## config.mk

```make
export PLATFORM = sky130hd
export DESIGN_NAME = product_bcd_converter
export DESIGN_NICKNAME = d
export VERILOG_FILES = /design/src/rtl/mult_display_pkg.sv /design/src/rtl/bcd_add3.sv /design/src/rtl/product_bcd_converter.sv
export SDC_FILE = /design/constraint.sdc
export NUM_CORES = 1
export LEC_CHECK = 0
export ABC_AREA = 1
export BUFFER_PORTS_ARGS = -buffer_cell sky130_fd_sc_hd__buf_2
export CELL_PAD_IN_SITES_DETAIL_PLACEMENT = 0
export CELL_PAD_IN_SITES_GLOBAL_PLACEMENT = 1
export CORE_MARGIN = 4
export CORE_UTILIZATION = 38
export CTS_CLUSTER_SIZE = 20
export DETAILED_ROUTE_END_ITERATION = 12
export PLACE_DENSITY_LB_ADDON = 0.1
export SYNTH_ARGS = -nofsm -noshare
export SYNTH_HDL_FRONTEND = slang
export SYNTH_SLANG_ARGS = --single-unit
```

## constraint.sdc

```tcl
create_clock -name Clk -period 1.7 [get_ports Clk]
set_clock_uncertainty 0.15 [all_clocks]
set_input_delay 0.34 -clock Clk [delete_from_list [all_inputs] [get_ports Clk]]
set_output_delay 0.34 -clock Clk [all_outputs]
set_load 0.005 [all_outputs]
```

## src/rtl/mult_display_pkg.sv

```systemverilog
// Shared types and sizing for the multiplier display path.
// The product width, digit count and converter state encoding live here.
package mult_display_pkg;

  localparam int PRODUCT_W  = 16;
  localparam int BCD_DIGITS = 5;
  localparam int CNT_W      = $clog2(PRODUCT_W + 1);

  typedef enum logic [1:0] {
    IDLE    = 2'd0,
    CONVERT = 2'd1,
    DONE    = 2'd2
  } conv_state_t;

endpackage

```

## src/rtl/bcd_add3.sv

```systemverilog
// Double-dabble digit adjust: add 3 to any BCD digit of 5 or more before the shift.
module bcd_add3 (
  input  logic [3:0] digit,
  output logic [3:0] adjusted
);

  assign adjusted = (digit >= 4'd5) ? digit + 4'd3 : digit;

endmodule

```

## src/rtl/product_bcd_converter.sv

```systemverilog
// Sequential signed-product to BCD converter using shift-and-add-3.
// One shift per clock in CONVERT; the result registers update only on CONVERT->DONE.
module product_bcd_converter
  import mult_display_pkg::*;
#(
  parameter int WIDTH  = PRODUCT_W,
  parameter int DIGITS = BCD_DIGITS
) (
  input  logic                  Clk,
  input  logic                  Reset,
  input  logic                  Start,
  input  logic [WIDTH-1:0]      Product,
  output logic                  Busy,
  output logic                  Done,
  output logic                  Neg,
  output logic [4*DIGITS-1:0]   Bcd
);

  localparam int ACC_W = 4 * DIGITS;
  localparam int CW    = (WIDTH == PRODUCT_W) ? CNT_W : $clog2(WIDTH + 1);
  localparam logic [CW-1:0] LAST_SHIFT = CW'(WIDTH - 1);

  conv_state_t            state, state_n;
  logic [CW-1:0]          cnt, cnt_n;
  logic [ACC_W-1:0]       acc, acc_n, acc_adj, bcd_n;
  logic [WIDTH-1:0]       mag, mag_n;
  logic                   neg_cap, neg_cap_n, neg_n;
  logic [ACC_W+WIDTH-1:0] shifted;

  for (genvar i = 0; i < DIGITS; i++) begin : g_adj
    bcd_add3 u_add3 (
      .digit    (acc[4*i +: 4]),
      .adjusted (acc_adj[4*i +: 4])
    );
  end

  always_comb begin
    state_n   = state;
    cnt_n     = cnt;
    acc_n     = acc;
    mag_n     = mag;
    neg_cap_n = neg_cap;
    bcd_n     = Bcd;
    neg_n     = Neg;
    shifted   = {acc_adj, mag} << 1;

    case (state)
      IDLE: begin
        if (Start) begin
          neg_cap_n = Product[WIDTH-1];
          // 16'h8000 negates to itself, which read unsigned is the correct 32768
          mag_n     = Product[WIDTH-1] ? (~Product + 1'b1) : Product;
          acc_n     = '0;
          cnt_n     = '0;
          state_n   = CONVERT;
        end
      end
      CONVERT: begin
        acc_n = shifted[ACC_W+WIDTH-1:WIDTH];
        mag_n = shifted[WIDTH-1:0];
        cnt_n = cnt + 1'b1;
        if (cnt == LAST_SHIFT) begin
          state_n = DONE;
          bcd_n   = shifted[ACC_W+WIDTH-1:WIDTH];
          neg_n   = neg_cap;
        end
      end
      DONE:    state_n = IDLE;
      default: state_n = IDLE;
    endcase
  end

  always_ff @(posedge Clk) begin
    if (Reset) begin
      state   <= IDLE;
      cnt     <= '0;
      acc     <= '0;
      mag     <= '0;
      neg_cap <= 1'b0;
      Bcd     <= '0;
      Neg     <= 1'b0;
    end else begin
      state   <= state_n;
      cnt     <= cnt_n;
      acc     <= acc_n;
      mag     <= mag_n;
      neg_cap <= neg_cap_n;
      Bcd     <= bcd_n;
      Neg     <= neg_n;
    end
  end

  assign Busy = (state != IDLE);
  assign Done = (state == DONE);

endmodule
```

# Word level (Yosys, flattened, before mapping)
# Cells that the tools add are included.
# totals
ff_bits,65
inputBits,19
elab_cells,47
# op_classes
addsub,7
n_lt_le_gt_ge,5
n_eq_ne,5
muxes,15
bitwise,1
reduce_logical,7
# ops
cell,count
one-hot mux 20 bit (2 select lines),1
2-to-1 mux 16 bit,2
one-hot mux 16 bit (2 select lines),1
">= comparator 4 x 3 -> 1 bit, second input constant",5
2-to-1 mux 20 bit,1
"adder 16 x 1 -> 16 bit, second input constant",1
"adder 4 x 2 -> 4 bit, second input constant",4
2-to-1 mux 4 bit,4
inverter 16 bit,1
one-hot mux 5 bit (2 select lines),1
AND reduction 2 bit,4
"adder 5 x 1 -> 5 bit, second input constant",1
"equality test 5 x 4 -> 1 bit, second input constant",1
2-to-1 mux 5 bit,1
2-to-1 mux 2 bit,2
"!= test 2 bit, second input constant",2
one-hot mux 2 bit (2 select lines),1
nonzero test 2 bit,2
"adder 3 x 2 -> 3 bit, second input constant",1
2-to-1 mux 3 bit,1
"equality test 2 x 1 -> 1 bit, second input constant",1
"equality test 2 bit, second input constant",1
logical NOT 2 bit,1

# Depth between registers and ports, before layout
# logic_depth
depth_word,5
mapped_depth,10
mapped_depth_nobuf,10

# Cells and area by module
# From an unflattened synthesis, not the netlist that was laid out.
# unflattened
hier_cells,491
hier_area_um2,3458.3
# by_module_without_submodules
module,n_inst,cells_each,area_each_um2
product_bcd_converter,1,376,2782.7
bcd_add3,5,23,135.1

# Worst setup path after synthesis
# OpenSTA, ideal clock, no wires.
# synth_path
path_type,flip-flop to flip-flop
startpoint,reg cnt[0]
endpoint,reg Bcd[9]
arrival_ns,1.443
required_time_ns,1.436
slack_ns,-0.006
stages_incl_launch_ff,11
period_less_slack_ns,1.706
path_cell_list,dfxtp_1 > ha_1 > inv_1 > nor3_1 > ha_1 > inv_1 > nor2_8 > inv_4 > buf_4 > o21bai_1 > inv_1
# synth_via
elab_chain_cells,2
# synth_lines
element,line_no,rtl
from (decl),product_bcd_converter.sv:24,"logic [CW-1:0] cnt, cnt_n;"
from (signal assigned),product_bcd_converter.sv:84,cnt <= cnt_n;
equality test 5 x 4 -> 1 bit,product_bcd_converter.sv:62,if (cnt == LAST_SHIFT) begin
AND reduction 2 bit (no source line),--,
to (signal assigned),product_bcd_converter.sv:88,Bcd <= bcd_n;
to (decl),product_bcd_converter.sv:16,output logic [4*DIGITS-1:0] Bcd
# No other way between the ends.
# A chain may end at the register's enable or synchronous reset.

# Worst setup path after layout
# Ends and elaborated chain as after synthesis.

==> metrics.yaml <==
status: "finished, final reports clean"
hold-worst-slack_ps: 109
start_util_pct: 39.6
path_class: "flop to flop"
final_util_pct: 49.8
layout-drive-gt1-share_pct: 25.5
via_per_inst: 4.94
avgRoutedWirePerCell_um: 13.5
cts_buffers: 9
reg2regPathDepth: 10
dr_total_vias: 3115
ant_nets: 0
synth_area_um2: 3300
synth_cell_types: 32
critical_path.top_delay_family: "adder cells"
leakage_nw: 1.84
hold_class: "input pin to flop"
synthCells: 452
fmax_ghz: 0.611
crit_fanout: 7
nets: 553
use_met2_pct: 28.2
finalCritPeriodShare_pct: 96.3
cp.arrival_ps: 1730
grt_setup_unrepaired: "true"
reg2reg_from: "cnt[0]$_SDFFE_PP0P_"
dp.final_hpwl_um: 6310
grt_max_degree: 22
synth_area_leaders: "dfxtp_1 (39%), nand2_1 (11%), a21oi_1 (7.9%), nand3_1 (7.0%), inv_1 (5.5%)"
root_buffer: "clkbuf_8"
io_buffers: 41
ys_seq_area_share_pct: 39.4
overflow: 0
final_common_cell: "nand2_1"
grt_pass1_wl_um: 13800
crit_path_end: "Bcd[9]$_SDFFE_PP0P_"
reg2reg_to: "Bcd[9]$_SDFFE_PP0P_"
max_stage_delay_ps: 330
insertion_delay_ps: 340
ys_ff_latch: 65
cts_tree: "done"
gp_routability_congestion: 0.821
grt_pass1_vias: 2912
fin_crit_ps: 1640
clkTransAtPathRegs_ps: 70
synth_top_area_share_pct: 39.4
h-tree-depth: 3
startpoint: "cnt[0]$_SDFFE_PP0P_"
fp.dieW_um: 101
firstDrtPassIters: 4
maxCapViolCount: 0
drt_iter0_markers: 119
post_cts_buffers: 0
critPathCaptureType: "flop"
synth_fp_nets: 484
rows: 33
num_antenna_cells: 0
grt_use_met3_pct: 4.68
r2r_slack_ps: 60
worstSetupPathDepth: 10
dp.cells: 613
fin_tns_setup_ps: 0
io_pins: 42
finalHoldViolations: 0
layout_common_cells: "nand2_1 (97), dfxtp_1 (59), a21oi_1 (51)"
fp.dieArea_um2: 10200
cts_sinks: 65
fin_cells: 631
area_growth_pct: 25.8
yosysWarnings: 0
core_area_um2: 8340
syn-mean-instance-area_um2: 7.31
power_density_nw_per_um2: 825
yosys.area.top_type: "dfxtp_1"
routed_wl_um: 8490
slowest_stage: "dfxtp_2"
clk_path_buf_depth: 2
worstPathCellList: "ha_2 -> inv_2 -> nor3_2 -> ha_2 -> inv_2 -> nor2_8 -> inv_8 -> buf_12 -> o21bai_1 -> inv_1"
tightest_slew_ps: 491
holdBufCountCts: 0
setup_viol: 0
slew-limit-headroom_pct: 66.9
grt-busiest-layer: "met2"
worstPathRequired_ps: 1790
drv_slew: 0
antenna_found_initial: 0
critPathLaunchType: "flop"
ir_drop_uv: 369
cp_num_buf_inv: 5
grt_use_met1_pct: 21.7
dieHeight_um: 101
grt_util_all_layers_pct: 17.2
remaining_drc_errors: 0
## worst min path at each step
| stage | startpoint | to | slack, ps | cells after the start |
|---|---|---|---|---|
| after floorplan | cnt[4]$_SDFFE_PP0P_ | cnt[4]$_SDFFE_PP0P_ | 290 | 2 |
| after global placement | mag[0]$_SDFFE_PP0P_ | mag[0]$_SDFFE_PP0P_ | 300 | 2 |
| after detailed placement | mag[0]$_SDFFE_PP0P_ | mag[0]$_SDFFE_PP0P_ | 300 | 2 |
| after CTS | Product[0] | mag[0]$_SDFFE_PP0P_ | 90 | 3 |
| after global routing | Product[0] | mag[0]$_SDFFE_PP0P_ | 100 | 3 |
| final | Product[0] | mag[0]$_SDFFE_PP0P_ | 110 | 3 |
## kinds of logic (layout without fill, tap and decap cells)
group / count (synthesis) / count (layout) / share of synthesized area (%)
XOR/XNOR: 8 / 8 / 2.12
AO/OA/AOI/OAI: 106 / 106 / 17.8
AND/OR/NAND/NOR: 187 / 188 / 26.2
buffers and inverters: 73 / 146 / 9.51
adder cells (fa/ha/maj): 13 / 13 / 4.93
flip-flops: 65 / 65 / 39.4
## per-stage QoR
| step | instance area [um2] | setup WS (ps) | power (W) |
|---|---|---|---|
| floorplan | 3300 | 20.4 | 0.00183 |
| global placement | 3800 | 20.5 | 0.00195 |
| detailed placement | 3800 | -31.1 | 0.00195 |
| CTS | 4050 | 37.6 | 0.00347 |
| global route | 4150 | -56.2 | 0.00358 |
| finish | 4150 | 62.2 | 0.00343 |
## repair_timing
item,CTS,global route
setup endpoints to repair,8,36
pin swaps,1,5
hold endpoints to repair,0,0
cloned,1,1
resized for setup,3,32
## cells in the mapped netlist (all sizes together)
cell type / number
a21o: 1
a21oi: 52
a221oi: 1
a22oi: 10
a31oi: 4
buf: 10
clkbuf: 8
dfxtp: 65
ha: 13
inv: 55
nand2: 97
nand3: 47
nand3b: 3
nand4: 3
nor2: 29
nor3: 3
o211ai: 1
o21a: 1
o21ai: 29
o21bai: 3
o22ai: 4
or2: 5
xor2: 8
## registers in the layout (all words and copies together) (netlist names)
register	cells
Bcd	20
Neg	1
acc	20
cnt	5
mag	16
neg_cap	1
state	2
## tightest hold or removal path: stages
cell and delay, ps:
buf_2 100, nand2_1 50, a21oi_1 50
## metal layers
metal,vias to the layer above,routed length (um),part of all wire (%)
met5,-,0,0
met4,0,146,1.7
met3,12,396,4.7
met2,54,3960,47
met1,1410,3990,47
li1,1639,-,-
## report_power, final
| group | internal, W | leakage [nW] | switching, W |
|---|---|---|---|
| Sequential | 0.00156 | 0.530 | 0.0000207 |
| Clock | 0.000900 | 0.115 | 0.000607 |
| Combinational | 0.000124 | 1.19 | 0.000214 |
## area by class of cell
| cell class | instances | area, um2 |
|---|---|---|
| clock buffer | 11 | 151 |
| clock inverter | 5 | 77.6 |
| fill | 859 | 4190 |
| inverter | 55 | 224 |
| multi-input combinational | 315 | 1760 |
| sequential | 65 | 1310 |
| tap | 105 | 131 |
| timing repair buffer | 75 | 498 |
(Power assumes the default switching activity.)
